$ cat src/rtl/flag_pkg.sv
// Flag controller shared definitions: W_RF codes, condition codes,
// branch FSM states and the mask helper functions.
package flag_pkg;

    localparam int NCOND = 16;
    localparam int CW    = $clog2(NCOND);

    localparam logic [2:0] WRF_NONE = 3'b000;
    localparam logic [2:0] WRF_Z    = 3'b001;
    localparam logic [2:0] WRF_SZ   = 3'b010;
    localparam logic [2:0] WRF_SCZ  = 3'b011;
    localparam logic [2:0] WRF_ALL  = 3'b100;

    localparam logic [CW-1:0] COND_AL = 4'd0;
    localparam logic [CW-1:0] COND_EQ = 4'd1;
    localparam logic [CW-1:0] COND_NE = 4'd2;
    localparam logic [CW-1:0] COND_MI = 4'd3;
    localparam logic [CW-1:0] COND_PL = 4'd4;
    localparam logic [CW-1:0] COND_CS = 4'd5;
    localparam logic [CW-1:0] COND_CC = 4'd6;
    localparam logic [CW-1:0] COND_VS = 4'd7;
    localparam logic [CW-1:0] COND_VC = 4'd8;
    localparam logic [CW-1:0] COND_LT = 4'd9;
    localparam logic [CW-1:0] COND_GE = 4'd10;
    localparam logic [CW-1:0] COND_LE = 4'd11;
    localparam logic [CW-1:0] COND_GT = 4'd12;
    localparam logic [CW-1:0] COND_HI = 4'd13;
    localparam logic [CW-1:0] COND_LS = 4'd14;
    localparam logic [CW-1:0] COND_NV = 4'd15;

    typedef enum logic [1:0] {
        BR_IDLE,
        BR_WAIT,
        BR_ACK
    } br_state_t;

    // Flags written by a W_RF code, as {O,S,C,Z}.
    function automatic logic [3:0] wrf_mask(input logic [2:0] wrf);
        case (wrf)
            WRF_Z:   return 4'b0001;
            WRF_SZ:  return 4'b0101;
            WRF_SCZ: return 4'b0111;
            WRF_ALL: return 4'b1111;
            default: return 4'b0000;
        endcase
    endfunction

    // Flags read by a condition code, as {O,S,C,Z}.
    function automatic logic [3:0] need_mask(input logic [CW-1:0] cond);
        case (cond)
            COND_EQ, COND_NE: return 4'b0001;
            COND_MI, COND_PL: return 4'b0100;
            COND_CS, COND_CC: return 4'b0010;
            COND_VS, COND_VC: return 4'b1000;
            COND_LT, COND_GE: return 4'b1100;
            COND_LE, COND_GT: return 4'b1101;
            COND_HI, COND_LS: return 4'b0011;
            default:          return 4'b0000;
        endcase
    endfunction

endpackage

$ cat src/rtl/flag_ctrl_if.sv
// Flag controller bus: execute updates, branch handshake, save/restore.
// master = execute/branch/interrupt side, slave = flag_ctrl.
interface flag_ctrl_if;
    import flag_pkg::*;

    logic          ex_valid;
    logic [2:0]    ex_wrf;
    logic [3:0]    ex_flags;
    logic          br_req;
    logic [CW-1:0] br_cond;
    logic          br_ack;
    logic          br_taken;
    logic          save;
    logic          restore;
    logic [3:0]    flags;
    logic          pend;

    modport master (
        output ex_valid, ex_wrf, ex_flags,
        output br_req, br_cond, save, restore,
        input  br_ack, br_taken, flags, pend
    );

    modport slave (
        input  ex_valid, ex_wrf, ex_flags,
        input  br_req, br_cond, save, restore,
        output br_ack, br_taken, flags, pend
    );

endinterface

$ cat src/rtl/flag_cond_eval.sv
// Combinational condition evaluator: {i_cond, i_flags} -> o_taken.
// Ports: i_cond condition code, i_flags {O,S,C,Z}, o_taken result.
module flag_cond_eval
    import flag_pkg::*;
(
    input  logic [CW-1:0] i_cond,
    input  logic [3:0]    i_flags,
    output logic          o_taken
);

    logic w_o, w_s, w_c, w_z, w_lt;

    assign w_o  = i_flags[3];
    assign w_s  = i_flags[2];
    assign w_c  = i_flags[1];
    assign w_z  = i_flags[0];
    assign w_lt = w_s ^ w_o;

    always_comb begin
        o_taken = 1'b0;
        case (i_cond)
            COND_AL: o_taken = 1'b1;
            COND_EQ: o_taken = w_z;
            COND_NE: o_taken = ~w_z;
            COND_MI: o_taken = w_s;
            COND_PL: o_taken = ~w_s;
            COND_CS: o_taken = w_c;
            COND_CC: o_taken = ~w_c;
            COND_VS: o_taken = w_o;
            COND_VC: o_taken = ~w_o;
            COND_LT: o_taken = w_lt;
            COND_GE: o_taken = ~w_lt;
            COND_LE: o_taken = w_z | w_lt;
            COND_GT: o_taken = ~w_z & ~w_lt;
            COND_HI: o_taken = w_c & ~w_z;
            COND_LS: o_taken = ~w_c | w_z;
            default: o_taken = 1'b0;
        endcase
    end

endmodule

$ cat src/rtl/flag_ctrl.sv
// Status flag owner: pending update stage, committed flags, shadow copy,
// branch-condition FSM. Ports: clk, rst (sync, active-high), bus (slave).
module flag_ctrl
    import flag_pkg::*;
(
    input  logic        clk,
    input  logic        rst,
    flag_ctrl_if.slave  bus
);

    logic [3:0] r_flags;
    logic [3:0] r_shadow;
    logic       r_pend;
    logic [3:0] r_pmask;
    logic [3:0] r_pvals;
    logic       r_ack;
    logic       r_taken;
    br_state_t  r_state;

    logic [3:0] w_exmask;
    logic       w_cap;
    logic [3:0] w_commit;
    logic [3:0] w_need;
    logic       w_hazard;
    logic       w_eval;

    assign w_exmask = bus.ex_valid ? wrf_mask(bus.ex_wrf) : 4'b0000;
    assign w_cap    = |w_exmask;

    // Flags value after this cycle's commit, before any restore.
    assign w_commit = r_pend ? ((r_flags & ~r_pmask) | (r_pvals & r_pmask))
                             : r_flags;

    assign w_need   = need_mask(bus.br_cond);
    assign w_hazard = (r_pend & |(r_pmask & w_need)) |
                      (|(w_exmask & w_need));

    flag_cond_eval u_eval (
        .i_cond  (bus.br_cond),
        .i_flags (r_flags),
        .o_taken (w_eval)
    );

    always_ff @(posedge clk) begin
        if (rst) begin
            r_flags  <= 4'b0000;
            r_shadow <= 4'b0000;
            r_pend   <= 1'b0;
            r_pmask  <= 4'b0000;
            r_pvals  <= 4'b0000;
        end else begin
            if (bus.save)
                r_shadow <= w_commit;
            r_flags <= bus.restore ? r_shadow : w_commit;
            // Restore throws away both the pending and the incoming update.
            r_pend  <= w_cap & ~bus.restore;
            if (w_cap) begin
                r_pmask <= w_exmask;
                r_pvals <= bus.ex_flags;
            end
        end
    end

    always_ff @(posedge clk) begin
        if (rst) begin
            r_state <= BR_IDLE;
            r_ack   <= 1'b0;
            r_taken <= 1'b0;
        end else begin
            case (r_state)
                BR_IDLE: begin
                    r_ack   <= 1'b0;
                    r_taken <= 1'b0;
                    if (bus.br_req)
                        r_state <= BR_WAIT;
                end
                BR_WAIT: begin
                    if (!bus.br_req) begin
                        r_state <= BR_IDLE;
                    end else if (!bus.restore && !w_hazard) begin
                        // Restore cycle re-evaluates on restored flags next.
                        r_ack   <= 1'b1;
                        r_taken <= w_eval;
                        r_state <= BR_ACK;
                    end
                end
                BR_ACK: begin
                    r_ack   <= 1'b0;
                    r_taken <= 1'b0;
                    r_state <= BR_IDLE;
                end
                default: begin
                    r_ack   <= 1'b0;
                    r_taken <= 1'b0;
                    r_state <= BR_IDLE;
                end
            endcase
        end
    end

    assign bus.flags    = r_flags;
    assign bus.pend     = r_pend;
    assign bus.br_ack   = r_ack;
    assign bus.br_taken = r_taken;

endmodule

$ cat src/flat_wrapper.sv
// flat-port wrapper written by rule: the top's interface ports become plain ports
module flag_ctrl_flat import flag_pkg::*;
  (clk, rst, bus_ex_valid, bus_ex_wrf, bus_ex_flags, bus_br_req, bus_br_cond, bus_save, bus_restore, bus_br_ack, bus_br_taken, bus_flags, bus_pend);
  flag_ctrl_if bus_i ();
  input  logic clk;
  input  logic rst;
  input wire logic [$bits(bus_i.ex_valid)-1:0] bus_ex_valid;
  input wire logic [$bits(bus_i.ex_wrf)-1:0] bus_ex_wrf;
  input wire logic [$bits(bus_i.ex_flags)-1:0] bus_ex_flags;
  input wire logic [$bits(bus_i.br_req)-1:0] bus_br_req;
  input wire logic [$bits(bus_i.br_cond)-1:0] bus_br_cond;
  input wire logic [$bits(bus_i.save)-1:0] bus_save;
  input wire logic [$bits(bus_i.restore)-1:0] bus_restore;
  output wire logic [$bits(bus_i.br_ack)-1:0] bus_br_ack;
  output wire logic [$bits(bus_i.br_taken)-1:0] bus_br_taken;
  output wire logic [$bits(bus_i.flags)-1:0] bus_flags;
  output wire logic [$bits(bus_i.pend)-1:0] bus_pend;
  assign bus_i.ex_valid = bus_ex_valid;
  assign bus_i.ex_wrf = bus_ex_wrf;
  assign bus_i.ex_flags = bus_ex_flags;
  assign bus_i.br_req = bus_br_req;
  assign bus_i.br_cond = bus_br_cond;
  assign bus_i.save = bus_save;
  assign bus_i.restore = bus_restore;
  assign bus_br_ack = bus_i.br_ack;
  assign bus_br_taken = bus_i.br_taken;
  assign bus_flags = bus_i.flags;
  assign bus_pend = bus_i.pend;
  flag_ctrl u_core (.clk(clk), .rst(rst), .bus(bus_i));
endmodule
$ cat config.mk
export PLATFORM = sky130hd
export DESIGN_NAME = flag_ctrl_flat
export DESIGN_NICKNAME = d
export VERILOG_FILES = /design/src/rtl/flag_pkg.sv /design/src/rtl/flag_ctrl_if.sv /design/src/rtl/flag_cond_eval.sv /design/src/rtl/flag_ctrl.sv /design/src/flat_wrapper.sv
export SDC_FILE = /design/constraint.sdc
export NUM_CORES = 1
export LEC_CHECK = 0
export BUFFER_PORTS_ARGS = -buffer_cell sky130_fd_sc_hd__buf_2
export CAP_MARGIN = 15
export CORE_ASPECT_RATIO = 0.7
export CORE_UTILIZATION = 30
export CTS_CLUSTER_DIAMETER = 120
export DETAILED_ROUTE_END_ITERATION = 6
export SKIP_CTS_REPAIR_TIMING = 1
export SYNTH_ARGS = -nofsm -noshare
export SYNTH_HDL_FRONTEND = slang
export SYNTH_SLANG_ARGS = --single-unit
$ cat constraint.sdc
create_clock -name clk -period 1.55 [get_ports clk]
set_clock_uncertainty 0.1 [all_clocks]
set_input_delay 0.2325 -clock clk [delete_from_list [all_inputs] [get_ports clk]]
set_output_delay 0.2325 -clock clk [all_outputs]
set_load 0.05 [all_outputs]
After elaboration in Yosys (flattened, before gate mapping)
Memory sizes are Yosys's and may differ from the RTL's. Index checks and enable logic that the tools add are counted.

Flip-flop bits (word level): 21. Bits in read-only memories: 64. Output and inout port bits: 7. Word-level logic and storage cells: 71. Memories kept: 1.

Equality and inequality tests: 21. Mux-type cells: 9. Bitwise gates (word level): 21. Reduce and logical (&&, ||, !) cells: 11.

Memories: (no name shown) (depth 16, bits a word 4, read ports 1, clocked after Yosys merged registers in 0, write ports 0, line flag_pkg.sv:50) `case (cond)`.

Operators with widths (count): $eq 4x4->1 const B (7); $and 4x4->4 (4); $eq 4x3->1 const B (4); $pmux 4 s4 (1); $pmux 1 s15 (1); $mux 4 (3); $reduce_or 4->1 (3); $eq 4x2->1 const B (2); $not 1->1 (7); $eq 3x2->1 const B (2); $mux 2 (3); $and 1x1->1 (4); $eq 4x1->1 const B (1); $logic_not 4->1 (1); $not 4->4 (1); $or 4x4->4 (1); $pmux 2 s2 (1); $reduce_and 2->1 (2); $eq 3x1->1 const B (1); $eq 3x3->1 const B (1); $ne 3x2->1 const B (1); $or 1x1->1 (3); $eq 2x1->1 const B (1); $logic_not 1->1 (2); 5 further kinds (5).

Depth between registers and ports, before layout
Gate-level depths: netlist of the first run.

Word-level depth: 11. Mapped depth: 7.

By module
From an unflattened synthesis of the first run, not the netlist that was laid out.

Cells, all modules: 144. Area, all modules: 1281.2 um^2.

By module, submodules not included: flag_ctrl (times used 1, cells an instance 117, area each 1086.0 um^2, seq. area each 420.4 um^2); flag_cond_eval (times used 1, cells an instance 27, area each 195.2 um^2, seq. area each 0.0 um^2).

Worst setup path before layout of the first run
No wires, ideal clock.

Path type: reg2reg. From: reg u_core.r_flags[3], in the netlist u_core.bus.flags[3]. To: reg u_core.r_taken, in the netlist u_core.bus.br_taken. Library setup time: 0.079 ns. Data arrival time: 1.631 ns. Required time: 1.371 ns. Slack: -0.260 ns. Cell stages (with the launch flop): 6. Period minus slack after synthesis: 1.810 ns. Path through: dfxtp_1 xnor2_1 mux2_2 o21ai_1 a21oi_1 a211oi_2.

Cells in the longest elaborated chain, start to end: 4.

Ends and longest elaborated chain: start: declaration (line flag_ctrl.sv:11) `logic [3:0] r_flags;`; start signal: assignment (line flag_ctrl.sv:54) `r_flags <= bus.restore ? r_shadow : w_commit;`; $xor 1x1->1 (line flag_cond_eval.sv:17) `assign w_lt = w_s ^ w_o;`; $not 1->1 (line flag_cond_eval.sv:32, flag_cond_eval.sv:34); $and 1x1->1 (line flag_cond_eval.sv:34) `COND_GT: o_taken = ~w_z & ~w_lt;`; $pmux 1 s15 (*) (line flag_cond_eval.sv:21) `case (i_cond)`; end signal: assignment (line flag_ctrl.sv:83) `r_taken <= w_eval;`; end: declaration (line flag_ctrl.sv:17) `logic r_taken;`.

Mark *: on every way between the ends. The rest lies on a longest branch, timed or not. A chain may end at the register's enable or synchronous reset.

Worst setup path in the final report of the first run
Same ends and word-level chain as after synthesis.

==> results.ini, run 1 <==
[timing]
worst_pin_slew_ns=0.4287
final.period_utilization_pct=97.14
post-route-worst-setup-slack_ns=0.04425
final_hold_viol_count=0
setup_viol=0
final_max_slew_viol_count=0
fmax_ghz=0.6641
relSlewSlack_pct=71.03
fin_crit_ns=1.506

[placement]
pre_cts_ws_ns=-0.1987
io_buffers=23
place_congestion=0.7954
placedCellCount=229
hpwl_mm=2.360

[route]
ant_nets=0
wl_met3_um=149
route.layer.met1.wl_mm=1.556
highest_layer=met4
drc=0
drt_wl_total_mm=3.118
wire_per_inst_um=13.38
wl_met2_mm=1.395
viasPerCell=5.013
vias=1168
firstDrtPassIters=4
drtIter0Drc=35

[floorplanning]
die_x_um=78.18
dieArea_um2=4325
fp-row-count=18
start_util_pct=32.99
die_y_um=55.33
fp.coreArea_um2=3694
ios=24

[synthesis]
ys_warn_count=0
synthCells=143
synth_largest_area_cell=dfxtp_1
yosys.area.top_type_share_pct=34.50
synth_area_um2=1219
synth.avg_cell_area_um2=8.522
seq_area_frac_synth_pct=34.50
synth_nets=166
synth_cell_types=42
synth_area_leaders=dfxtp_1, nor2_1, mux2i_1, ha_1, nand2_1
ys_ff_latch=21

[worst_setup_path]
criticalPathCategory=reg -> reg
critPathMaxFanout=3
path_cells=mux2_1 -> a221oi_1 -> nand2_1 -> a21oi_2 -> a211oi_2
crit_family=compound AO/OA/AOI/OAI gates
start_kind=flop
arrival_ns=1.55
worst_setup_path_end_kind=flop
required_ns=1.60
slowest_stage=dfxtp_4
slowest_delay_ns=0.38
crit_buf_inv=0

[global_routing]
grt.total_usage_pct=14.71
grt_pass1_wl_mm=5.016
overflow=0
antenna_found_initial=0
grt_max_degree=18
grt_pass1_vias=1103

[min_path]
holdCritPathClass=in -> reg

[power_and_ir_drop]
power.total_mw=1.205
power_density_nw_per_um2=749.3
ir_drop_mv=0.5462
p_leak_nw=0.7499

[cells_and_area]
syn_to_final_growth_pct=31.93
layout.cells.non_filler=233
fin_util_pct=43.53
final_common_cell=nor2_1
diodes=0
fillers=381
nets=207
regArea_um2=430.4
drive_gt1_share_pct=35.52
layout_common_cells=nor2_1, buf_2, buf_4
multi_input_comb_area_um2=785.8

[clocking]
insertion_delay_ns=0.25
cts_buffer_depth=2
ctsRootBufferMaster=clkbuf_8
cts_buffers=3
cts_sinks=21
clk_pin_slew_ns=0.07
cts_tree=built
h-tree-depth=1

[run]
max_cap_violations=0

[status]
outcome=finished clean

-- worst reg2reg max path, cell delays in order, from the launching register on --
cell and delay, ns:
dfxtp_4 0.38, mux2_1 0.29, a221oi_1 0.29, nand2_1 0.10, a21oi_2 0.16, a211oi_2 0.08
-- state kept, by name, indices dropped and copies added (netlist names) --
register	count
u_core.bus.br_ack	1
u_core.bus.br_taken	1
u_core.bus.flags	4
u_core.bus.pend	1
u_core.r_pmask	4
u_core.r_pvals	4
u_core.r_shadow	4
u_core.r_state	2
-- power by group --
group | switching, mW | internal (mW) | total (mW)
sequential | 0.0196 | 0.563 | 0.582
clock | 0.172 | 0.183 | 0.355
combinational | 0.143 | 0.125 | 0.268
total | 0.334 | 0.870 | 1.20
-- synthesized netlist by cell type (all sizes together) --
master and instances:
mux2 2, xnor2 1, nand3 1, a21o 1, a41oi 2, a32o 1
a21oi 7, a211o 1, a32oi 3, o22ai 1, nand4b 1, o21ai 5
nand2 15, o21ba 1, and2b 1, ha 6, and2 1, nor4bb 1
nand2b 1, a221o 1, a22o 1, clkbuf 4, o211ai 1, buf 3
and4 1, dfxtp 21, a221oi 2, a22oi 2, nor2b 4, inv 5
nand4bb 1, nor2 27, a211oi 6, nor3 1, mux2i 9, a31oi 2
-- per-layer routing --
layer,vias up,track usage (%)
met2,26,22.56
met4,0,4.233
li1,592,-
met5,-,0
met1,548,20.58
met3,2,3.140
-- metrics by stage --
step | setup TNS (ns) | hold WS [ns] | area (um^2)
floorplan | -0.007955 | 0.2520 | 1231
global placement | -0.4308 | 0.3498 | 1520
detailed placement | -0.6784 | 0.3500 | 1520
CTS | -0.01734 | 0.1056 | 1565
global route | -0.04529 | 0.1198 | 1608
finish | 0 | 0.1101 | 1608
-- area by class of cell --
type / count / share of cell area, %
inverter: 5 / 1.167
multi-input combinational: 110 / 48.87
tap: 50 / 3.891
clock buffer: 4 / 2.802
timing repair buffer: 43 / 16.50
sequential: 21 / 26.77
-- path summary, 6_finish.rpt --
check,end,slack [ns],cells after the start,startpoint
hold reg to reg,u_core.r_state[0],0.36,1,u_core.r_state[0]
hold / removal,u_core.r_pvals[1],0.11,3,bus_ex_flags[1]
setup / recovery,u_core.bus.br_taken,0.04,5,u_core.bus.flags[3]
setup reg to reg,u_core.bus.br_taken,0.04,5,u_core.bus.flags[3]
-- cells by family after synthesis --
group                      Yosys count  synth area share [%]
buffers and inverters               12                 4.722
muxes                               11                 9.240
DFF                                 21                 34.50
and+or+nand+nor                     55                 21.66
AOI/OAI and AO/OA                   37                 23.00
adders and majority gates            6                 6.160
xor gates and xnor gates             1                0.7188
Note: power is estimated with default switching activity, not from simulation.
==> inputs of run 2 (changes only) <==
MAX_ROUTING_LAYER = met4   (was default)
SLEW_MARGIN = 20   (was default)
==> run 2 against run 1 <==
Worst hold slack unchanged; die area did not move; wire length down 0.29%; cell area unchanged; sequential share of layout area unchanged; largest cell class unchanged; count of clock-buffer cells in the layout unchanged; critical endpoint unchanged; global-route usage rose by 0.42 points; clock power about the same; via count hardly changed.
==> results.ini, run 2 (synthesized netlist as in run 1, its figures left out) <==
[floorplanning]
start_util_pct=32.99  ; unchanged
fp-row-count=18  ; unchanged
fp.coreArea_um2=3694  ; unchanged
dieArea_um2=4325  ; unchanged
die_y_um=55.33  ; unchanged
ios=24  ; unchanged
die_x_um=78.18  ; unchanged

[status]
outcome=finished clean

[clocking]
cts_buffers=3  ; unchanged
cts_sinks=21  ; unchanged
insertion_delay_ns=0.25  ; about the same
ctsRootBufferMaster=clkbuf_8
cts_buffer_depth=2  ; unchanged
cts_tree=built
h-tree-depth=1  ; unchanged
clk_pin_slew_ns=0.07  ; about the same

[power_and_ir_drop]
p_sw_share_pct=27.63  ; -0.12 points
seq_power_share_pct=48.4  ; about the same
power_density_nw_per_um2=748.0  ; -0.17%
p_int_mw=0.8704  ; about the same
pwr-share-comb_pct=22.3  ; about the same
clkPwrFrac_pct=29.3  ; about the same
p_leak_nw=0.7499  ; unchanged
power.total_mw=1.203  ; -0.17%
ir_drop_mv=0.5462  ; about the same
p_sw_mw=0.3322  ; -0.59%

[timing]
fin_crit_ns=1.507  ; +0.001504 ns
worst_pin_slew_ns=0.4287  ; unchanged
setup_viol=0  ; unchanged
relSlewSlack_pct=71.03  ; unchanged
final.period_utilization_pct=97.24  ; about the same
fmax_ghz=0.6635  ; about the same
final_hold_viol_count=0  ; unchanged
final_max_slew_viol_count=0  ; unchanged
setup_tns_ns=0  ; unchanged

[min_path]
holdCritPathClass=in -> reg
min_from=bus_ex_flags[1]

[global_routing]
grt.total_usage_pct=15.13  ; +0.42 points
grt_pass1_vias=1105  ; +0.18%
grt_max_degree=18  ; unchanged
overflow=0  ; unchanged
antenna_found_initial=0  ; unchanged
grt_pass1_wl_mm=5.016  ; unchanged

[worst_setup_path]
arrival_ns=1.55  ; about the same
critPathMaxFanout=3  ; unchanged
required_ns=1.59  ; about the same
worst_setup_path_end_kind=flop
startpoint=u_core.bus.flags[3]
r2r_start=u_core.bus.flags[3]
start_kind=flop
criticalPathCategory=reg -> reg

[cells_and_area]
layout_common_cells=nor2_1, buf_2, buf_4
drive_gt1_share_pct=35.52  ; unchanged
final_common_cell=nor2_1
nets=207  ; unchanged
fillers=381  ; unchanged
syn_to_final_growth_pct=31.93  ; unchanged
fin_util_pct=43.53  ; unchanged
diodes=0  ; unchanged
layout.cells.non_filler=233  ; unchanged

[route]
drt_wl_total_mm=3.109  ; -0.29%
wire_per_inst_um=13.34  ; -0.29%
ant_nets=0  ; unchanged
vias=1169  ; +0.086%
firstDrtPassIters=4  ; unchanged
drc=0  ; unchanged
drtIter0Drc=35  ; unchanged
viasPerCell=5.017  ; about the same

[placement]
placedCellCount=229  ; unchanged
io_buffers=23  ; unchanged
place_congestion=0.8068  ; +1.4%
hpwl_mm=2.360  ; unchanged

[run]
max_cap_violations=0  ; unchanged

## run 2: worst paths after layout
check / to / slack [ns] / cells after the start
worst min-delay path: u_core.r_pvals[1] / 0.11 / 3
worst max-delay path: u_core.bus.br_taken / 0.04 / 5
worst max register to register: u_core.bus.br_taken / 0.04 / 5
worst min register to register: u_core.r_state[0] / 0.36 / 1
## run 2: layout make-up
cell class | count | area [um^2] | area share (%)
clock buffer | 4 | 45.04 | 2.802
inverter | 5 | 18.77 | 1.167
multi-input combinational | 110 | 785.8 | 48.87
sequential | 21 | 430.4 | 26.77
tap | 50 | 62.56 | 3.891
timing repair buffer | 43 | 265.3 | 16.50
## run 2: critical path, cell delays in order, from the launching register on
cell	delay, ns
dfxtp_4	0.38
mux2_1	0.29
a221oi_1	0.29
nand2_1	0.10
a21oi_2	0.16
a211oi_2	0.08
## run 2: layer usage
metal  share of wire, %  track usage (%)
met1                 50            20.58
met2                 45            22.56
met3                4.8            3.140
met4               0.55            4.233
met5                  0                -
## run 2: power by group through the flow
| stage | Sequential, mW | Clock, mW | Combinational, mW |
|---|---|---|---|
| 3_3_place_gp | 0.592 | 0 | 0.244 |
| 2_1_floorplan | 0.605 | 0 | 0.139 |
| 5_1_grt | 0.585 | 0.393 | 0.296 |
| 3_5_place_dp | 0.593 | 0 | 0.252 |
| 4_1_cts | 0.581 | 0.368 | 0.253 |
| 6_report | 0.582 | 0.353 | 0.268 |
## run 2: through the flow
step	cell area [um^2]	worst slack [ns]	hold slack (ns)
after floorplan	1231	-0.007955	0.2520
after global placement	1520	-0.1520	0.3498
after detailed placement	1520	-0.1987	0.3500
after CTS	1565	-0.01734	0.1056
after global routing	1608	-0.01851	0.1198
final	1608	0.04275	0.1101
==> inputs of run 3 (changes only) <==
CTS_BUF_LIST = sky130_fd_sc_hd__clkbuf_8   (was default)
CTS_CLUSTER_SIZE = 14   (was default)
==> run 3 against run 2 <==
Wire length rose by 0.35%; sequential share of layout area is the same; sequential cell count stayed put; core utilization unchanged; sequential power barely moved; non-clock buffer count is the same; global-route usage unchanged; register-to-register slack is essentially flat; power decreased by 0.47%; clock power down 2%; combinational power about the same; fmax about the same; largest power group unchanged.
==> results.ini, run 3 (synthesized netlist as in run 1, its figures left out) <==
[min_path]
whs_endpoint=u_core.r_pvals[1]
whs_path_depth=3  ; unchanged
holdCritPathClass=in -> reg
min_from=bus_ex_flags[1]

[route]
drt_wl_total_mm=3.120  ; +0.35%
viasPerCell=5.026  ; +0.17%
firstDrtPassIters=4  ; unchanged
vias=1171  ; +0.17%
ant_nets=0  ; unchanged
drtIter0Drc=34  ; -2.9%
drc=0  ; unchanged
wire_per_inst_um=13.39  ; +0.35%

[global_routing]
overflow=0  ; unchanged
grt_pass1_wl_mm=5.016  ; unchanged
grt_pass1_vias=1105  ; unchanged
antenna_found_initial=0  ; unchanged
grt_max_degree=18  ; unchanged
grt.total_usage_pct=15.13  ; unchanged

[floorplanning]
die_x_um=78.18  ; unchanged
fp.coreArea_um2=3694  ; unchanged
dieArea_um2=4325  ; unchanged
start_util_pct=32.99  ; unchanged
fp-row-count=18  ; unchanged
ios=24  ; unchanged
die_y_um=55.33  ; unchanged

[power_and_ir_drop]
p_leak_nw=0.7540  ; +0.55%
pwr-share-comb_pct=22.4  ; about the same
power.total_mw=1.197  ; -0.47%
seq_power_share_pct=48.6  ; +0.2 points
p_sw_mw=0.3332  ; +0.28%
power_density_nw_per_um2=744.5  ; -0.47%
p_int_mw=0.8639  ; -0.76%
p_sw_share_pct=27.83  ; +0.21 points
ir_drop_mv=0.5473  ; +0.20%
clkPwrFrac_pct=28.9  ; -0.4 points

[clocking]
insertion_delay_ns=0.25  ; about the same
cts_buffer_depth=2  ; unchanged
h-tree-depth=1  ; unchanged
clk_pin_slew_ns=0.07  ; about the same
ctsRootBufferMaster=clkbuf_8
cts_tree=built
cts_buffers=3  ; unchanged
cts_sinks=21  ; unchanged

[worst_setup_path]
criticalPathCategory=reg -> reg
required_ns=1.59  ; about the same
critPathMaxFanout=3  ; unchanged
r2r_start=u_core.bus.flags[3]
worst_setup_path_end_kind=flop
arrival_ns=1.55  ; about the same
r2r_slack_ns=0.04  ; about the same
ff2ff_path_depth=5  ; unchanged
r2r-end=u_core.bus.br_taken
start_kind=flop

[placement]
io_buffers=23  ; unchanged
pre_cts_ws_ns=-0.1987  ; unchanged
hpwl_mm=2.360  ; unchanged
dpl_cell_area_um2=1520  ; unchanged
place_congestion=0.8068  ; unchanged

[cells_and_area]
layout_common_cells=nor2_1, buf_2, buf_4
final_common_cell=nor2_1
final_area_um2=1608  ; unchanged
fillers=381  ; unchanged
nets=207  ; unchanged
fin_util_pct=43.53  ; unchanged
drive_gt1_share_pct=35.52  ; unchanged
syn_to_final_growth_pct=31.93  ; unchanged
diodes=0  ; unchanged

[status]
outcome=finished clean

[run]
max_cap_violations=0  ; unchanged

[timing]
post-route-worst-setup-slack_ns=0.04215  ; -0.0005961 ns
fmax_ghz=0.6632  ; about the same
setup_viol=0  ; unchanged
final_max_slew_viol_count=0  ; unchanged
final_hold_viol_count=0  ; unchanged
relSlewSlack_pct=71.03  ; about the same
fin_crit_ns=1.508  ; +0.0005961 ns
final.period_utilization_pct=97.28  ; about the same
worst_pin_slew_ns=0.4287  ; +0.00005114 ns

## run 3: how the worst max path moves through the flow
| stage | startpoint | endpoint | slack (ns) | cells after the start |
|---|---|---|---|---|
| CTS | u_core.bus.flags[2] | u_core.bus.br_taken | -0.02 | 5 |
| detailed placement | bus_br_cond[0] | u_core.bus.br_ack | -0.20 | 7 |
| global placement | bus_br_cond[0] | u_core.bus.br_ack | -0.15 | 7 |
| floorplan | u_core.bus.flags[2] | u_core.bus.br_taken | -0.008 | 5 |
| global route | bus_br_cond[1] | u_core.r_state[1] | -0.02 | 8 |
| finish | u_core.bus.flags[3] | u_core.bus.br_taken | 0.04 | 5 |
## run 3: area by class of cell
type	instances	area, um^2	area share (%)
multi-input cells	110	785.8	48.87
flip-flops and latches	21	430.4	26.77
repair buffers	43	265.3	16.50
well taps	50	62.56	3.891
clock buffers	3	41.29	2.568
inverters	5	18.77	1.167
clock inverters	1	3.754	0.2335
## run 3: critical path: stages (launching register included)
cell and delay, ns:
dfxtp_4 0.38, mux2_1 0.29, a221oi_1 0.29, nand2_1 0.10
a21oi_2 0.16, a211oi_2 0.08
## run 3: layer usage
metal	wire length, um	track usage, %	share of wire [%]
met1	1561	20.58	50
met4	17	4.233	0.54
met3	162	3.140	5.2
met2	1379	22.56	44
met5	0	-	0
## run 3: metrics by stage
stage / TNS (ns) / std cells / hold WS, ns
after floorplan: -0.007955 / 143 / 0.2520
after global routing: -0.04452 / 233 / 0.1198
final: 0 / 233 / 0.1093
after global placement: -0.4308 / 229 / 0.3498
after detailed placement: -0.6784 / 229 / 0.3500
after CTS: -0.01745 / 233 / 0.1056
## run 3: power groups by stage
stage          clock, mW  sequential [mW]  combinational, mW
6_report           0.347            0.582              0.268
5_1_grt            0.387            0.585              0.296
2_1_floorplan          0            0.605              0.139
3_5_place_dp           0            0.593              0.252
3_3_place_gp           0            0.592              0.244
4_1_cts            0.362            0.580              0.253
